==> config.mk <==
export PLATFORM = sky130hd
export DESIGN_NAME = tug_referee_flat
export DESIGN_NICKNAME = d
export VERILOG_FILES = /design/src/rtl/tug_referee_if.sv /design/src/rtl/tug_referee.sv /design/src/flat_wrapper.sv
export SDC_FILE = /design/constraint.sdc
export NUM_CORES = 1
export LEC_CHECK = 0
export BUFFER_PORTS_ARGS = -buffer_cell sky130_fd_sc_hd__buf_4
export CAP_MARGIN = 25
export CORE_MARGIN = 5
export CORE_UTILIZATION = 50
export CTS_BUF_LIST = sky130_fd_sc_hd__clkbuf_4
export CTS_CLUSTER_DIAMETER = 40
export DETAILED_ROUTE_END_ITERATION = 8
export PLACE_DENSITY = 0.76
export SETUP_SLACK_MARGIN = 0.3
export SYNTH_ARGS = -nofsm -noshare
export SYNTH_HDL_FRONTEND = slang
export SYNTH_SLANG_ARGS = --single-unit
==> constraint.sdc <==
create_clock -name clock -period 4.3 [get_ports clock]
set_input_delay 0.86 -clock clock [delete_from_list [all_inputs] [get_ports clock]]
set_output_delay 0.86 -clock clock [all_outputs]
set_load 0.02 [all_outputs]
==> src/rtl/tug_referee_if.sv <==
// Signal bundle between the tug-of-war light chain / player inputs and the
// round referee. The referee sits on the slave side; whatever produces the
// button pulses and end-light states (or a testbench) uses the master side.
interface tug_referee_if;
  logic       LeftButton;
  logic       RightButton;
  logic       LeftEndLight;
  logic       RightEndLight;
  logic       roundReset;
  logic [1:0] roundWinner;
  logic       matchOver;
  logic [3:0] LeftScore;
  logic [3:0] RightScore;
  logic [6:0] HEX5;
  logic [6:0] HEX0;

  modport master (
    output LeftButton, RightButton, LeftEndLight, RightEndLight,
    input  roundReset, roundWinner, matchOver, LeftScore, RightScore, HEX5, HEX0
  );

  modport slave (
    input  LeftButton, RightButton, LeftEndLight, RightEndLight,
    output roundReset, roundWinner, matchOver, LeftScore, RightScore, HEX5, HEX0
  );
endinterface

==> src/rtl/tug_referee.sv <==
// Round and match referee for tug-of-war. Declares a round win when a player
// presses while the chain has reached that player's end, keeps both scores,
// holds the result for HOLD_CYCLES cycles, then pulses roundReset to recentre
// the chain. The match ends (terminally) once a score reaches WIN_SCORE.
module tug_referee #(
  parameter int WIN_SCORE   = 7,
  parameter int HOLD_CYCLES = 4
) (
  input logic          clock,
  input logic          reset,
  tug_referee_if.slave bus
);

  localparam int             CW        = (HOLD_CYCLES > 1) ? $clog2(HOLD_CYCLES) : 1;
  localparam logic [CW-1:0]  HOLD_LOAD = CW'(HOLD_CYCLES - 1);
  localparam logic [3:0]     WIN_VAL   = 4'(WIN_SCORE);

  typedef enum logic [1:0] {
    PLAY = 2'd0,
    HOLD = 2'd1,
    OVER = 2'd2
  } state_t;

  state_t        state;
  logic [CW-1:0] holdCount;
  logic [3:0]    leftScore;
  logic [3:0]    rightScore;
  logic [1:0]    roundWinner;
  logic          matchOver;
  logic          roundReset;

  logic          leftWin;
  logic          rightWin;
  logic [3:0]    leftNext;
  logic [3:0]    rightNext;
  logic [6:0]    hexLeft;
  logic [6:0]    hexRight;

  // Active-low seven-segment pattern {g,f,e,d,c,b,a} for one decimal digit.
  function automatic logic [6:0] segDecode(input logic [3:0] value);
    case (value)
      4'd0:    segDecode = 7'b1000000;
      4'd1:    segDecode = 7'b1111001;
      4'd2:    segDecode = 7'b0100100;
      4'd3:    segDecode = 7'b0110000;
      4'd4:    segDecode = 7'b0011001;
      4'd5:    segDecode = 7'b0010010;
      4'd6:    segDecode = 7'b0000010;
      4'd7:    segDecode = 7'b1111000;
      4'd8:    segDecode = 7'b0000000;
      4'd9:    segDecode = 7'b0010000;
      default: segDecode = 7'b1111111;
    endcase
  endfunction

  // Win qualifiers: a press only counts when the chain sits at the presser's
  // end, the other end is dark, and the opponent is not pressing too.
  always_comb begin
    leftWin   = bus.LeftEndLight & bus.LeftButton & ~bus.RightButton & ~bus.RightEndLight;
    rightWin  = bus.RightEndLight & bus.RightButton & ~bus.LeftButton & ~bus.LeftEndLight;
    leftNext  = leftScore + 4'd1;
    rightNext = rightScore + 4'd1;
  end

  // Round/match state machine; every output it drives is a register.
  always_ff @(posedge clock or negedge reset) begin
    if (!reset) begin
      state       <= PLAY;
      holdCount   <= '0;
      leftScore   <= 4'd0;
      rightScore  <= 4'd0;
      roundWinner <= 2'b00;
      matchOver   <= 1'b0;
      roundReset  <= 1'b0;
    end else begin
      case (state)
        PLAY: begin
          roundReset <= 1'b0;
          if (!roundReset && leftWin) begin
            leftScore   <= leftNext;
            roundWinner <= 2'b10;
            if (leftNext == WIN_VAL) begin
              state     <= OVER;
              matchOver <= 1'b1;
            end else begin
              state     <= HOLD;
              holdCount <= HOLD_LOAD;
            end
          end else if (!roundReset && rightWin) begin
            rightScore  <= rightNext;
            roundWinner <= 2'b01;
            if (rightNext == WIN_VAL) begin
              state     <= OVER;
              matchOver <= 1'b1;
            end else begin
              state     <= HOLD;
              holdCount <= HOLD_LOAD;
            end
          end
        end
        HOLD: begin
          if (holdCount == '0) begin
            state       <= PLAY;
            roundWinner <= 2'b00;
            roundReset  <= 1'b1;
          end else begin
            holdCount <= holdCount - 1'b1;
          end
        end
        OVER: begin
          roundReset <= 1'b0;
        end
        default: begin
          state <= PLAY;
        end
      endcase
    end
  end

  // Score digits follow the registered scores directly.
  always_comb begin
    hexLeft  = segDecode(leftScore);
    hexRight = segDecode(rightScore);
  end

  assign bus.roundReset  = roundReset;
  assign bus.roundWinner = roundWinner;
  assign bus.matchOver   = matchOver;
  assign bus.LeftScore   = leftScore;
  assign bus.RightScore  = rightScore;
  assign bus.HEX5        = hexLeft;
  assign bus.HEX0        = hexRight;

endmodule

==> src/flat_wrapper.sv <==
// flat-port wrapper written by rule: the top's interface ports become plain ports
module tug_referee_flat 
#(
  parameter int WIN_SCORE   = 7,
  parameter int HOLD_CYCLES = 4
)
  (clock, reset, bus_LeftButton, bus_RightButton, bus_LeftEndLight, bus_RightEndLight, bus_roundReset, bus_roundWinner, bus_matchOver, bus_LeftScore, bus_RightScore, bus_HEX5, bus_HEX0);
  tug_referee_if bus_i ();
  input logic clock;
  input logic reset;
  input wire logic [$bits(bus_i.LeftButton)-1:0] bus_LeftButton;
  input wire logic [$bits(bus_i.RightButton)-1:0] bus_RightButton;
  input wire logic [$bits(bus_i.LeftEndLight)-1:0] bus_LeftEndLight;
  input wire logic [$bits(bus_i.RightEndLight)-1:0] bus_RightEndLight;
  output wire logic [$bits(bus_i.roundReset)-1:0] bus_roundReset;
  output wire logic [$bits(bus_i.roundWinner)-1:0] bus_roundWinner;
  output wire logic [$bits(bus_i.matchOver)-1:0] bus_matchOver;
  output wire logic [$bits(bus_i.LeftScore)-1:0] bus_LeftScore;
  output wire logic [$bits(bus_i.RightScore)-1:0] bus_RightScore;
  output wire logic [$bits(bus_i.HEX5)-1:0] bus_HEX5;
  output wire logic [$bits(bus_i.HEX0)-1:0] bus_HEX0;
  assign bus_i.LeftButton = bus_LeftButton;
  assign bus_i.RightButton = bus_RightButton;
  assign bus_i.LeftEndLight = bus_LeftEndLight;
  assign bus_i.RightEndLight = bus_RightEndLight;
  assign bus_roundReset = bus_i.roundReset;
  assign bus_roundWinner = bus_i.roundWinner;
  assign bus_matchOver = bus_i.matchOver;
  assign bus_LeftScore = bus_i.LeftScore;
  assign bus_RightScore = bus_i.RightScore;
  assign bus_HEX5 = bus_i.HEX5;
  assign bus_HEX0 = bus_i.HEX0;
  tug_referee #(.WIN_SCORE(WIN_SCORE), .HOLD_CYCLES(HOLD_CYCLES)) u_core (.clock(clock), .reset(reset), .bus(bus_i));
endmodule
==> flow_summary.ini, run 1 <==
[status]
status = finished, final reports clean

[flow_run]
maxCapViolCount = 0

[clock_tree]
clockBufferDepth = 2
root_buffer = clkbuf_4
cts_sinks = 16
clk_pin_slew_ps = 90
cts_tree = built
cts_buffers = 3
postCtsResizedCells = 0
cts-hold-fix-buffers = 0
postCtsSetupBuffers = 0
clock_latency_ps = 280
h-tree-depth = 1

[sta]
worst_clock_skew_ps = 0.840
slew_viol_final = 0
tightest_slew_ps = 440
final-hold-violation-count = 0
max_clock_freq_mhz = 368
rsz0062_at_grt = no
fin_tns_setup_ps = 0
maxSlewHeadroom_pct = 70.5
finalCritPeriodShare_pct = 63.3
post-route-min-period_ps = 2720
setup_viol = 0

[routing]
antenna_left = 0
viasPerCell = 5.49
drc_errors = 0
drtPass1Iterations = 4
wl_mm = 2.65
drt_first_iter_violations = 37
num_vias = 1097
wire_per_inst_um = 13.2

[grt]
grt_max_degree = 17
grt_pass1_vias = 1031
grt_usage_pct = 16.4
gr-total-overflow = 0
antenna_found_initial = 0
grt_pass1_wl_mm = 4.59

[synth]
yosysWarnings = 0
netlist.top_cell.by_area = dfrtp_1
synth_top_area_share_pct = 32.2
synth-seq-area-share_pct = 32.2
synth-edff-count = 0
synth-seq-cells = 16
async_flop_share_pct = 100
syn_area_mm2 = 0.00124
ys_types = 36
synthTopCellsByArea = dfrtp_1, ha_1, nand2_1
synthFlopType = dfrtp_1
syn_nets = 157
netlist_instances = 140
syn_avg_cell_area_um2 = 8.87

[setup_path]
worstPathRequired_ps = 3440
worstPathArrival_ps = 1860
crit_type = flip-flop to output pin
crit_start = u_core.bus.RightScore[1]
crit_fanout = 9
startpoint_type = flip-flop
endpoint_kind = output pin
r2r-start = u_core.bus.LeftScore[0]

[power]
p_per_area_mw_per_mm2 = 893
ir_drop_uv = 776
leakage_nw = 0.707

[final_layout]
drive_gt1_share_pct = 25.9
final_cell_mix = buf_4, nand2_1, dfrtp_1, o21ai_0, nor2_1
syn_to_final_growth_pct = 22.1
fillers = 228
diodes = 0
mostFrequentLayoutCell = buf_4
fin_area_mm2 = 0.00152
final-seq-area_um2 = 400
fin_nets = 188
multi_input_area_um2 = 786

[die]
ios = 32
die_w_um = 59.9
fp-row-count = 18
die_h_um = 59.9
dieArea_mm2 = 0.00358
start_util_pct = 51.1
core_area_mm2 = 0.00243

[placement]
io_buffers = 31
gp_congestion = 0.868
dpl_cell_area_mm2 = 0.00149
post-dp-hpwl_mm = 2.06

[min_path]
hold_path_class = input port to asynchronous set/reset pin
## layout make-up
cell class | count | share of cell area, %
inverter | 9 | 2.23
multi-input combinational | 110 | 51.8
sequential | 16 | 26.4
clock buffer | 3 | 1.49
clock inverter | 1 | 0.248
tap | 30 | 2.48
timing repair buffer | 31 | 15.3
## cell usage after synthesis (2+ instances only)
master     instances
xnor2_1            7
dfrtp_1           16
a31oi_1            2
nand2_1           20
nand4bb_4          2
ha_1              11
nor2_1            14
a21oi_1            8
nor2b_1            3
clkbuf_1           2
nand4_1            2
inv_1              9
buf_2              2
o21ai_1            3
o21ai_0           15
or2_2              2
nor4_4             2
a211o_1            2
## flip-flops by register name (all words and copies together) (netlist names)
signal / cells
u_core.bus.RightScore: 4
u_core.bus.matchOver: 1
u_core.bus.roundWinner: 2
u_core.holdCount: 2
u_core.state: 2
u_core.bus.roundReset: 1
u_core.bus.LeftScore: 4
## power by group
group	total (W)	leakage, nW	switching, W	internal, W
sequential	0.000357	0.200	0.000141	0.000216
combinational	0.000918	0.491	0.000514	0.000404
clock	0.0000792	0.0154	0.0000455	0.0000336
total	0.00135	0.707	0.000701	0.000653
## per-stage QoR
stage | utilization (%) | worst slack (ps) | hold slack, ps | power [W] | instances
after floorplan | - | 1930 | 443 | 0.000938 | 140
after global placement | 61.3 | 2000 | 454 | 0.00125 | 196
after detailed placement | 61.3 | 1920 | 470 | 0.00128 | 196
after CTS | 62.3 | 1590 | 417 | 0.00136 | 200
after global routing | 62.3 | 1440 | 422 | 0.00148 | 200
final | 62.3 | 1580 | 421 | 0.00135 | 200
## worst max-delay path: stages, from the launching register on
cell and delay (ps):
dfrtp_1 510, inv_1 160, ha_1 200, or2_2 270, a21oi_1 190, a31oi_1 70, buf_4 180
## layer usage
metal / GRT usage (%) / wire, um / vias to the layer above
met5: 0 / 0 / -
met2: 28.4 / 1340 / 21
met1: 21.2 / 1160 / 523
met3: 2.16 / 119 / 2
li1: - / - / 551
met4: 4.75 / 19 / 0
## cell families (layout without fill, tap and decap cells)
kind of cell | count (synthesis) | in the layout | share of synthesized area (%)
AND/OR/NAND/NOR | 51 | 51 | 26.3
XOR/XNOR | 7 | 7 | 4.93
AO/OA/AOI/OAI | 41 | 41 | 20.9
adder cells (fa/ha/maj) | 11 | 11 | 11.1
buffers and inverters | 14 | 44 | 4.53
flip-flops | 16 | 16 | 32.2
## final timing paths
kind / slack, ps / to / cells past startpoint
max: 1580 / bus_HEX0[3] / 6
min: 420 / u_core.bus.LeftScore[2] / 1
max reg2reg: 2580 / u_core.holdCount[1] / 6
min reg2reg: 480 / u_core.holdCount[0] / 1
max in group asynchronous: 3700 / u_core.bus.roundWinner[0] / 1
min in group clock: 480 / u_core.holdCount[0] / 1
Power figures use the tool's default switching activity.
==> run 2: changes to the inputs <==
CORE_UTILIZATION = 49   (was 50)
PLACE_DENSITY = 0.78   (was 0.76)
clock period = 2.5 ns   (was 4.3 ns; I/O delays follow)
==> flow_summary.ini, run 2 (same netlist as run 1, synthesis figures left out) <==
[power]
ir_drop_uv = 1060
p_total_w = 0.00243
leakage_nw = 0.720
p_per_area_mw_per_mm2 = 1560

[grt]
grt_usage_pct = 17.3
grt_max_degree = 17
grt_pass1_wl_mm = 4.77
grt_pass1_vias = 1086
antenna_found_initial = 0
gr-total-overflow = 0

[setup_path]
crit_family = flip-flops
critPathSlowestCell = dfrtp_2
max_stage_delay_ps = 460
crit_fanout = 7
cp.depth = 5
cp_num_buf_inv = 1
worstPathRequired_ps = 2000
crit_type = flip-flop to output pin
endpoint_kind = output pin
rr_worst_depth = 5
cp_cell_sequence = ha_1 -> or2_2 -> a21oi_1 -> a31oi_1 -> buf_4
worstPathArrival_ps = 1650
startpoint_type = flip-flop

[clock_tree]
root_buffer = clkbuf_4
cts_tree = built
clk_pin_slew_ps = 90
clockBufferDepth = 2
cts-hold-fix-buffers = 0
clock_latency_ps = 280
cts_buffers = 3
h-tree-depth = 1
cts_sinks = 16

[die]
start_util_pct = 50.6
die_w_um = 60.4
ios = 32
die_h_um = 60.4
fp-row-count = 18
dieArea_mm2 = 0.00364
core_area_mm2 = 0.00245

[final_layout]
syn_to_final_growth_pct = 25.2
diodes = 0
fin_nets = 192
drive_gt1_share_pct = 31.6
mostFrequentLayoutCell = buf_4
final_cell_mix = buf_4, nand2_1, o21ai_0, nor2_1, dfrtp_1

[status]
status = finished, final reports clean

[routing]
drc_errors = 0
drtPass1Iterations = 4
wire_per_inst_um = 14.2
num_vias = 1141
drt_first_iter_violations = 49
wl_mm = 2.91
antenna_left = 0
viasPerCell = 5.59

[sta]
post-route-min-period_ps = 2150
worst_clock_skew_ps = 1.41
max_clock_freq_mhz = 465
slew_viol_final = 0
fin_tns_setup_ps = 0
setup_viol = 0
tightest_slew_ps = 450
rsz0062_at_grt = no
finalCritPeriodShare_pct = 86.1
maxSlewHeadroom_pct = 69.7
final-hold-violation-count = 0

[min_path]
hold_path_class = input port to asynchronous set/reset pin

[flow_run]
maxCapViolCount = 0

[placement]
post-dp-hpwl_mm = 2.28
io_buffers = 31
gp_congestion = 0.840
## run 2: cell count changes in the layout (fill, tap and decap cells not counted), moves of 2 or more
cell,delta
dfrtp_1,-4
buf_4,+4
dfrtp_2,+4
inv_2,+2
inv_1,-2
## run 2: metrics by stage
| step | utilization, % | cell area, um^2 | cells | hold WS [ps] | worst slack [ps] |
|---|---|---|---|---|---|
| 4_1_cts | 62.5 | 1540 | 202 | 56.8 | 311 |
| 2_1_floorplan | - | 1240 | 140 | 204 | 487 |
| 5_1_grt | 63.4 | 1560 | 204 | 53.8 | 304 |
| 3_5_place_dp | 60.7 | 1490 | 196 | 369 | 480 |
| 6_report | 63.4 | 1560 | 204 | 57.6 | 348 |
| 3_3_place_gp | 60.7 | 1490 | 196 | 367 | 565 |
## run 2: where the power goes
group          total (W)  internal (W)  switching, W
sequential      0.000583      0.000379      0.000204
combinational    0.00171      0.000743      0.000965
clock           0.000135     0.0000580     0.0000767
## run 2: repair_timing
| item | CTS | global route |
|---|---|---|
| gates cloned | 0 | 0 |
| buffers inserted | 2 | 2 |
| setup endpoints to repair | 5 | 9 |
| resized for setup | 3 | 4 |
## run 2: path summary, 6_finish.rpt
kind / from / to / slack (ps)
setup / recovery: u_core.bus.RightScore[0] / bus_HEX0[3] / 350
hold / removal: reset / u_core.bus.roundWinner[0] / 60
setup reg to reg: u_core.bus.LeftScore[0] / u_core.holdCount[1] / 740
hold reg to reg: u_core.bus.matchOver / u_core.bus.matchOver / 480
max in group asynchronous: reset / u_core.bus.LeftScore[0] / 2250
min in group clock: u_core.bus.matchOver / u_core.bus.matchOver / 480
## run 2: layout make-up
type                            count  area [um^2]
Clock buffer                        3         22.5
Clock inverter                      1         3.75
Fill cell                         200          900
Inverter                            9         33.8
Multi-Input combinational cell    110          790
Sequential cell                    16          405
Tap cell                           30         37.5
Timing Repair Buffer               35          263
## run 2: per-layer routing
metal,GRT usage (%),up-vias,part of all wire (%)
li1,-,557,-
met1,20.2,541,41
met2,30.7,37,52
met3,2.98,6,5.6
met4,7.91,0,1.1
met5,0,-,0
